`src/rtl/fifo_wr_arbiter.sv`:
```
// Round-robin write-port arbiter and read gate for an 8-entry FIFO.
// Tracks occupancy so the FIFO never sees a write when full or a read when empty.
module fifo_wr_arbiter #(
  parameter int DATA_W = 32,
  parameter int DEPTH  = 8,
  parameter int CNT_W  = 4
) (
  input  logic              clk,
  input  logic              reset,
  input  logic              req0,
  input  logic [DATA_W-1:0] din0,
  input  logic              req1,
  input  logic [DATA_W-1:0] din1,
  input  logic              rd_req,
  output logic              gnt0,
  output logic              gnt1,
  output logic              wr_en,
  output logic [DATA_W-1:0] wr_data,
  output logic              rd_en,
  output logic [CNT_W-1:0]  occ,
  output logic [1:0]        state
);

  localparam logic [1:0] ST_IDLE = 2'b00;
  localparam logic [1:0] ST_BUSY = 2'b01;
  localparam logic [1:0] ST_FULL = 2'b10;

  localparam logic [CNT_W-1:0] FULL_CNT = CNT_W'(DEPTH);

  logic              r_gnt0;
  logic              r_gnt1;
  logic              r_wr_en;
  logic [DATA_W-1:0] r_wr_data;
  logic              r_rd_en;
  logic [CNT_W-1:0]  r_occ;
  logic [1:0]        r_state;
  logic              r_rr;

  logic              w_can_wr;
  logic              w_can_rd;
  logic              w_g0;
  logic              w_g1;
  logic              w_wi;
  logic [CNT_W-1:0]  w_occ_nxt;
  logic [1:0]        w_state_nxt;

  // Issue decisions, grant selection and next occupancy/state
  always_comb begin
    w_can_wr    = (r_occ < FULL_CNT);
    w_can_rd    = rd_req && (r_occ != '0);
    w_g0        = w_can_wr && req0 && (!req1 || !r_rr);
    w_g1        = w_can_wr && req1 && (!req0 ||  r_rr);
    w_wi        = w_g0 || w_g1;
    w_occ_nxt   = r_occ;
    if (w_wi && !w_can_rd)
      w_occ_nxt = r_occ + 1'b1;
    else if (!w_wi && w_can_rd)
      w_occ_nxt = r_occ - 1'b1;
    w_state_nxt = ST_BUSY;
    if (w_occ_nxt == '0)
      w_state_nxt = ST_IDLE;
    else if (w_occ_nxt == FULL_CNT)
      w_state_nxt = ST_FULL;
  end

  // Register all outputs; rr pointer moves to the client not granted
  always_ff @(posedge clk or posedge reset) begin
    if (reset) begin
      r_gnt0    <= 1'b0;
      r_gnt1    <= 1'b0;
      r_wr_en   <= 1'b0;
      r_wr_data <= '0;
      r_rd_en   <= 1'b0;
      r_occ     <= '0;
      r_state   <= ST_IDLE;
      r_rr      <= 1'b0;
    end else begin
      r_gnt0  <= w_g0;
      r_gnt1  <= w_g1;
      r_wr_en <= w_wi;
      r_rd_en <= w_can_rd;
      r_occ   <= w_occ_nxt;
      r_state <= w_state_nxt;
      if (w_g0) begin
        r_wr_data <= din0;
        r_rr      <= 1'b1;
      end else if (w_g1) begin
        r_wr_data <= din1;
        r_rr      <= 1'b0;
      end
    end
  end

  assign gnt0    = r_gnt0;
  assign gnt1    = r_gnt1;
  assign wr_en   = r_wr_en;
  assign wr_data = r_wr_data;
  assign rd_en   = r_rd_en;
  assign occ     = r_occ;
  assign state   = r_state;

endmodule
```
`config.mk`:
```
export PLATFORM = sky130hd
export DESIGN_NAME = fifo_wr_arbiter
export DESIGN_NICKNAME = d
export VERILOG_FILES = /design/src/rtl/fifo_wr_arbiter.sv
export SDC_FILE = /design/constraint.sdc
export NUM_CORES = 1
export LEC_CHECK = 0
export BUFFER_PORTS_ARGS = -buffer_cell sky130_fd_sc_hd__buf_2
export CAP_MARGIN = 20
export CORE_MARGIN = 1.5
export CORE_UTILIZATION = 45
export CTS_BUF_LIST = sky130_fd_sc_hd__clkbuf_16
export CTS_CLUSTER_DIAMETER = 80
export DETAILED_ROUTE_END_ITERATION = 10
export PLACE_DENSITY = 0.77
export SLEW_MARGIN = 40
export SYNTH_ARGS = -nofsm -noshare
export SYNTH_HDL_FRONTEND = slang
export SYNTH_SLANG_ARGS = --single-unit
export TNS_END_PERCENT = 50
```
`constraint.sdc`:
```
create_clock -name clk -period 1.8 [get_ports clk]
set_input_delay 0.27 -clock clk [delete_from_list [all_inputs] [get_ports clk]]
set_output_delay 0.27 -clock clk [all_outputs]
set_load 0.05 [all_outputs]
```
-- Word level (Yosys, flattened, before mapping)
Index checks and enable logic that the tools add are counted.
- add/sub/neg operators: 2
- multipliers: 0
- div/mod/pow operators: 0
- $lt $le $gt $ge: 1
- eq/ne operators: 1
- shift-type cells: 0
- muxes and demuxes: 8
- bitwise operators: 0
- reduce and logical (&&, ||, !) cells: 18
- operators with widths (cell ; count):
    2-to-1 mux 32 bit ; 2
    2-to-1 mux 4 bit ; 2
    logical AND 1 bit ; 7
    logical NOT 1 bit ; 5
    adder 4 x 1 -> 4 bit (second input constant) ; 1
    == test 4 bit (second input constant) ; 1
    logical NOT 4 bit ; 1
    less-than comparator 4 bit (second input constant) ; 1
    2-to-1 mux 2 bit ; 2
    nonzero test 4 bit ; 1
    subtractor 4 x 1 -> 4 bit (second input constant) ; 1
    logical OR 1 bit ; 3
    2-to-1 mux 1 bit ; 2
    nonzero test 2 bit ; 1
- register bits after elaboration: 43
- latch bits: 0
- bits in writable memories: 0
- memory bits (read-only): 0
- bits of input ports: 69
- output and inout bits: 42
- word-level logic and storage cells: 38
- memories: 0

-- Logic depth before layout (Yosys ltp)
- depth after elaboration: 11
- depth in mapped cells: 6
- mapped depth without buffers: 6

-- Least setup slack after synthesis
OpenSTA, ideal clock, no wires.
- path kind: reg2reg
- from: reg r_occ[1], in the netlist occ[1]
- to: reg r_state[1], in the netlist state[1]
- setup time: 0.132 ns
- arrival: 1.725 ns
- data required time: 1.668 ns
- slack: -0.057 ns
- stages on the path, launching flop included: 7
- buffers on the path: 0
- period minus slack after synthesis: 1.857 ns
- cells stage by stage: dfrtp_1 > inv_1 > ha_1 > nand2b_1 > o21ai_0 > mux2i_1 > a211oi_2
- cells in the longest elaborated chain, start to end: 11
- elaborated cells on any way between the ends: 20
- classes of those cells: add/sub: 2; order compare: 1; eq/ne: 1; mux: 4; reduce/logical: 12
- RTL lines (what ; line ; RTL):
    start: declaration ; 35 ; logic [CNT_W-1:0] r_occ;
    start signal: assignment ; 82 ; r_occ <= w_occ_nxt;
    less-than comparator 4 bit ; 49 ; w_can_wr = (r_occ < FULL_CNT);
    logical AND 1 bit (on tied branches) (2 in a row) ; 51, 52 ;
    logical OR 1 bit ; 53 ; w_wi = w_g0 || w_g1;
    logical NOT 1 bit ; 57 ; else if (!w_wi && w_can_rd)
    logical AND 1 bit ; 57 ;
    2-to-1 mux 4 bit ; 57 ;
    2-to-1 mux 4 bit (*) ; 55 ; if (w_wi && !w_can_rd)
    == test 4 bit ; 62 ; else if (w_occ_nxt == FULL_CNT)
    2-to-1 mux 2 bit ; 62 ;
    2-to-1 mux 2 bit (*) ; 60 ; if (w_occ_nxt == '0)
    net w_state_nxt[1] ; 45 ; logic [1:0] w_state_nxt;
    end signal: assignment ; 83 ; r_state <= w_state_nxt;
    end: declaration ; 36 ; logic [1:0] r_state;
Mark *: on every way through the listed nets, which the timed path passes. The rest lies on a longest branch.
A chain may end at the register's enable or synchronous reset.

-- Worst setup path after layout
Ends and elaborated chain as after synthesis.

==> flow_metrics.tcl <==
set metrics [dict create \
    status "finished, final reports clean" \
    cts_num_sinks 43 \
    crit_path_start_kind "register" \
    drv_cap 0 \
    postPlaceCellArea_sq_um 2720 \
    setup_slack_ns 0.154 \
    cp.arrival_ns 1.80 \
    mostFrequentLayoutCell "buf_2" \
    grt_pass1_vias 1699 \
    hpwl_um 3400 \
    synth_flop_cell "dfrtp_1" \
    r2r_setup_slack_ns 0.15 \
    start_util_pct 47.4 \
    hold_path.class "in2async" \
    worstReg2RegStart "occ[1]$_DFF_PP0_" \
    routed_wl_um 4490 \
    power.share.combinational_pct 57.8 \
    dp.cells 356 \
    syn_area_sq_um 2090 \
    fill_cells 376 \
    reg2reg_to "state[1]$_DFF_PP0_" \
    routed_via_density 4.95 \
    seqPwrFrac_pct 28.0 \
    slowest_delay_ns 0.40 \
    crit_buf_inv 1 \
    hold_viol 0 \
    final_cell_mix "buf_2 (110), dfrtp_1 (41), mux2i_1 (34)" \
    synth-edff-count 0 \
    fmax_mhz 607 \
    critical-path-top-delay-family "flip-flops" \
    worst-setup-path-type "reg2reg" \
    num_rows 24 \
    vias 1805 \
    cts_buffer_depth 2 \
    antenna_found_initial 0 \
    cts-htree-levels 2 \
    areaGrowthSynthToFinish_pct 37.0 \
    period_share_pct 91.5 \
    endpoint_kind "register" \
    cts_tree "built" \
    place_congestion 0.815 \
    first_pass_iters 4 \
    die_h_um 71.2 \
    layout-drive-gt1-share_pct 42.5 \
    antennaDiodeCount 0 \
    ir_drop_v 0.000997 \
    worstPathRequired_ns 1.95 \
    crit_slowest_cell "dfrtp_2" \
    nNetsFinal 383 \
    finClkSkew_ns 0.00730 \
    syn_inst 199 \
    p_clk_share_pct 14.3 \
    seq_area_frac_synth_pct 51.5 \
    internal-power_mw 2.83 \
    die_area_sq_um 5060 \
    clock_latency_ns 0.27 \
    power_mw 5.83 \
    finish.utilization_pct 64.9 \
    final_cell_area_sq_um 2870 \
    portBuffers 110 \
    cts-root-buf "clkbuf_16" \
    wl_per_cell_um 12.3 \
    power.density_nw_per_um2 2030 \
    dp_slack_ns 0.0930 \
    antenna_left 0 \
    p_sw_mw 3.00 \
    relSlewSlack_pct 66.0 \
    tightest_slew_ns 0.509 \
    grtUsageTotal_pct 18.3 \
    period_minus_slack_ns 1.65 \
    setup_viol 0 \
    syn_nets 270 \
    hold_ws_ns 0.0189 \
    worstPathMaxFanout 5 \
    drtIter0Drc 48 \
    reg2reg_depth 6 \
    drc 0 \
    yosys_warnings 0 \
    clkTransAtPathRegs_ns 0.06 \
    overflow 0 \
    cts_made_buffers 5 \
    slew_violations 0 \
    ios 111 \
    crit_chain "inv_1, ha_1, nand2b_1, o21ai_1, mux2i_1, a211oi_2" \
    stdcell_count 365 \
    die_x_um 71.2 \
    design.core.area_sq_um 4410 \
    p_leak_nw 1.49 \
    ys_ff_latch 43 \
    grt_max_degree 48 \
    netSwitchingFraction_pct 51.5 \
    synthArstFlopShare_pct 100 \
    synth_cell_types 34 \
    syn_avg_cell_area_sq_um 10.5 \
    grt_pass1_wl_um 7400 \
    tns_ns 0 \
]
## worst max-delay path by stage
stage	startpoint	end	slack [ns]	cells past startpoint
3_5_place_dp	occ[1]$_DFF_PP0_	state[1]$_DFF_PP0_	0.09	6
5_1_grt	occ[1]$_DFF_PP0_	state[1]$_DFF_PP0_	-0.02	6
3_3_place_gp	occ[1]$_DFF_PP0_	state[1]$_DFF_PP0_	0.17	6
6_report	occ[1]$_DFF_PP0_	state[1]$_DFF_PP0_	0.15	6
4_1_cts	occ[1]$_DFF_PP0_	state[1]$_DFF_PP0_	0.08	6
2_1_floorplan	occ[3]$_DFF_PP0_	state[0]$_DFF_PP0_	0.06	6
## state kept, by name, indices dropped and copies added (netlist names)
| name | cells |
|---|---|
| gnt1 | 1 |
| rd_en | 1 |
| r_rr | 1 |
| wr_en | 1 |
| wr_data | 32 |
| gnt0 | 1 |
| occ | 4 |
| state | 2 |
## routing by layer
layer	global-route usage [%]	vias to the layer above	share of wire, %
li1	-	917	-
met1	25.3	820	46
met2	29.2	66	47
met3	4.99	2	7.1
met4	3.77	0	0.36
met5	0	-	0
## synth_stat cells (all sizes together) (2+ instances only)
| cell | n | area share (%) |
|---|---|---|
| a211oi | 2 | 1.2 |
| a21o | 4 | 1.4 |
| a21oi | 2 | 0.48 |
| buf | 7 | 2.8 |
| clkbuf | 6 | 1.1 |
| dfrtp | 43 | 51 |
| ha | 2 | 1.2 |
| inv | 9 | 1.6 |
| mux2i | 34 | 16 |
| nand2 | 33 | 5.9 |
| nand2b | 2 | 0.60 |
| nand3 | 3 | 0.72 |
| nor2 | 2 | 0.36 |
| o211ai | 2 | 0.72 |
| o21ai | 33 | 7.9 |
## worst register-to-register path: cells and delay by family, from the launching register on
kind,cells,cell delay (ns)
flops,1,0.40
compound gates,2,0.34
mux,1,0.30
fa+ha+maj,1,0.23
simple gates,1,0.15
buf+inv,1,0.11
## logic make-up (layout without fill, tap and decap cells)
group / after synthesis / count (layout) / synth area share (%)
AOI/OAI and AO/OA: 50 / 50 / 15.1
adders and majority gates: 3 / 3 / 1.68
and+or+nand+nor: 47 / 47 / 9.93
buffers and inverters: 22 / 136 / 5.51
muxes: 34 / 34 / 16.3
DFF: 43 / 43 / 51.5
## final cells by class
| class | count | area, sq um | share of cell area, % |
|---|---|---|---|
| Timing Repair Buffer | 119 | 643 | 22.4 |
| Multi-Input combinational cell | 134 | 907 | 31.7 |
| Clock buffer | 5 | 125 | 4.37 |
| Clock inverter | 3 | 12.5 | 0.437 |
| Inverter | 9 | 33.8 | 1.18 |
| Sequential cell | 43 | 1080 | 37.6 |
| Tap cell | 52 | 65.1 | 2.27 |
## what timing repair did
action / CTS / global route
buffers inserted: 0 / 1
setup endpoints to repair: 0 / 2
hold buffers: 0 / 0
gates resized for setup: 0 / 1
## power by group through the flow
stage / Combinational, mW / Clock, mW / Sequential, mW
final: 3.37 / 0.831 / 1.63
after global routing: 3.59 / 0.894 / 1.70
after CTS: 3.39 / 0.855 / 1.63
after detailed placement: 3.39 / 0 / 1.65
after global placement: 3.35 / 0 / 1.63
after floorplan: 1.06 / 0 / 3.18
Power figures use the tool's default switching activity.
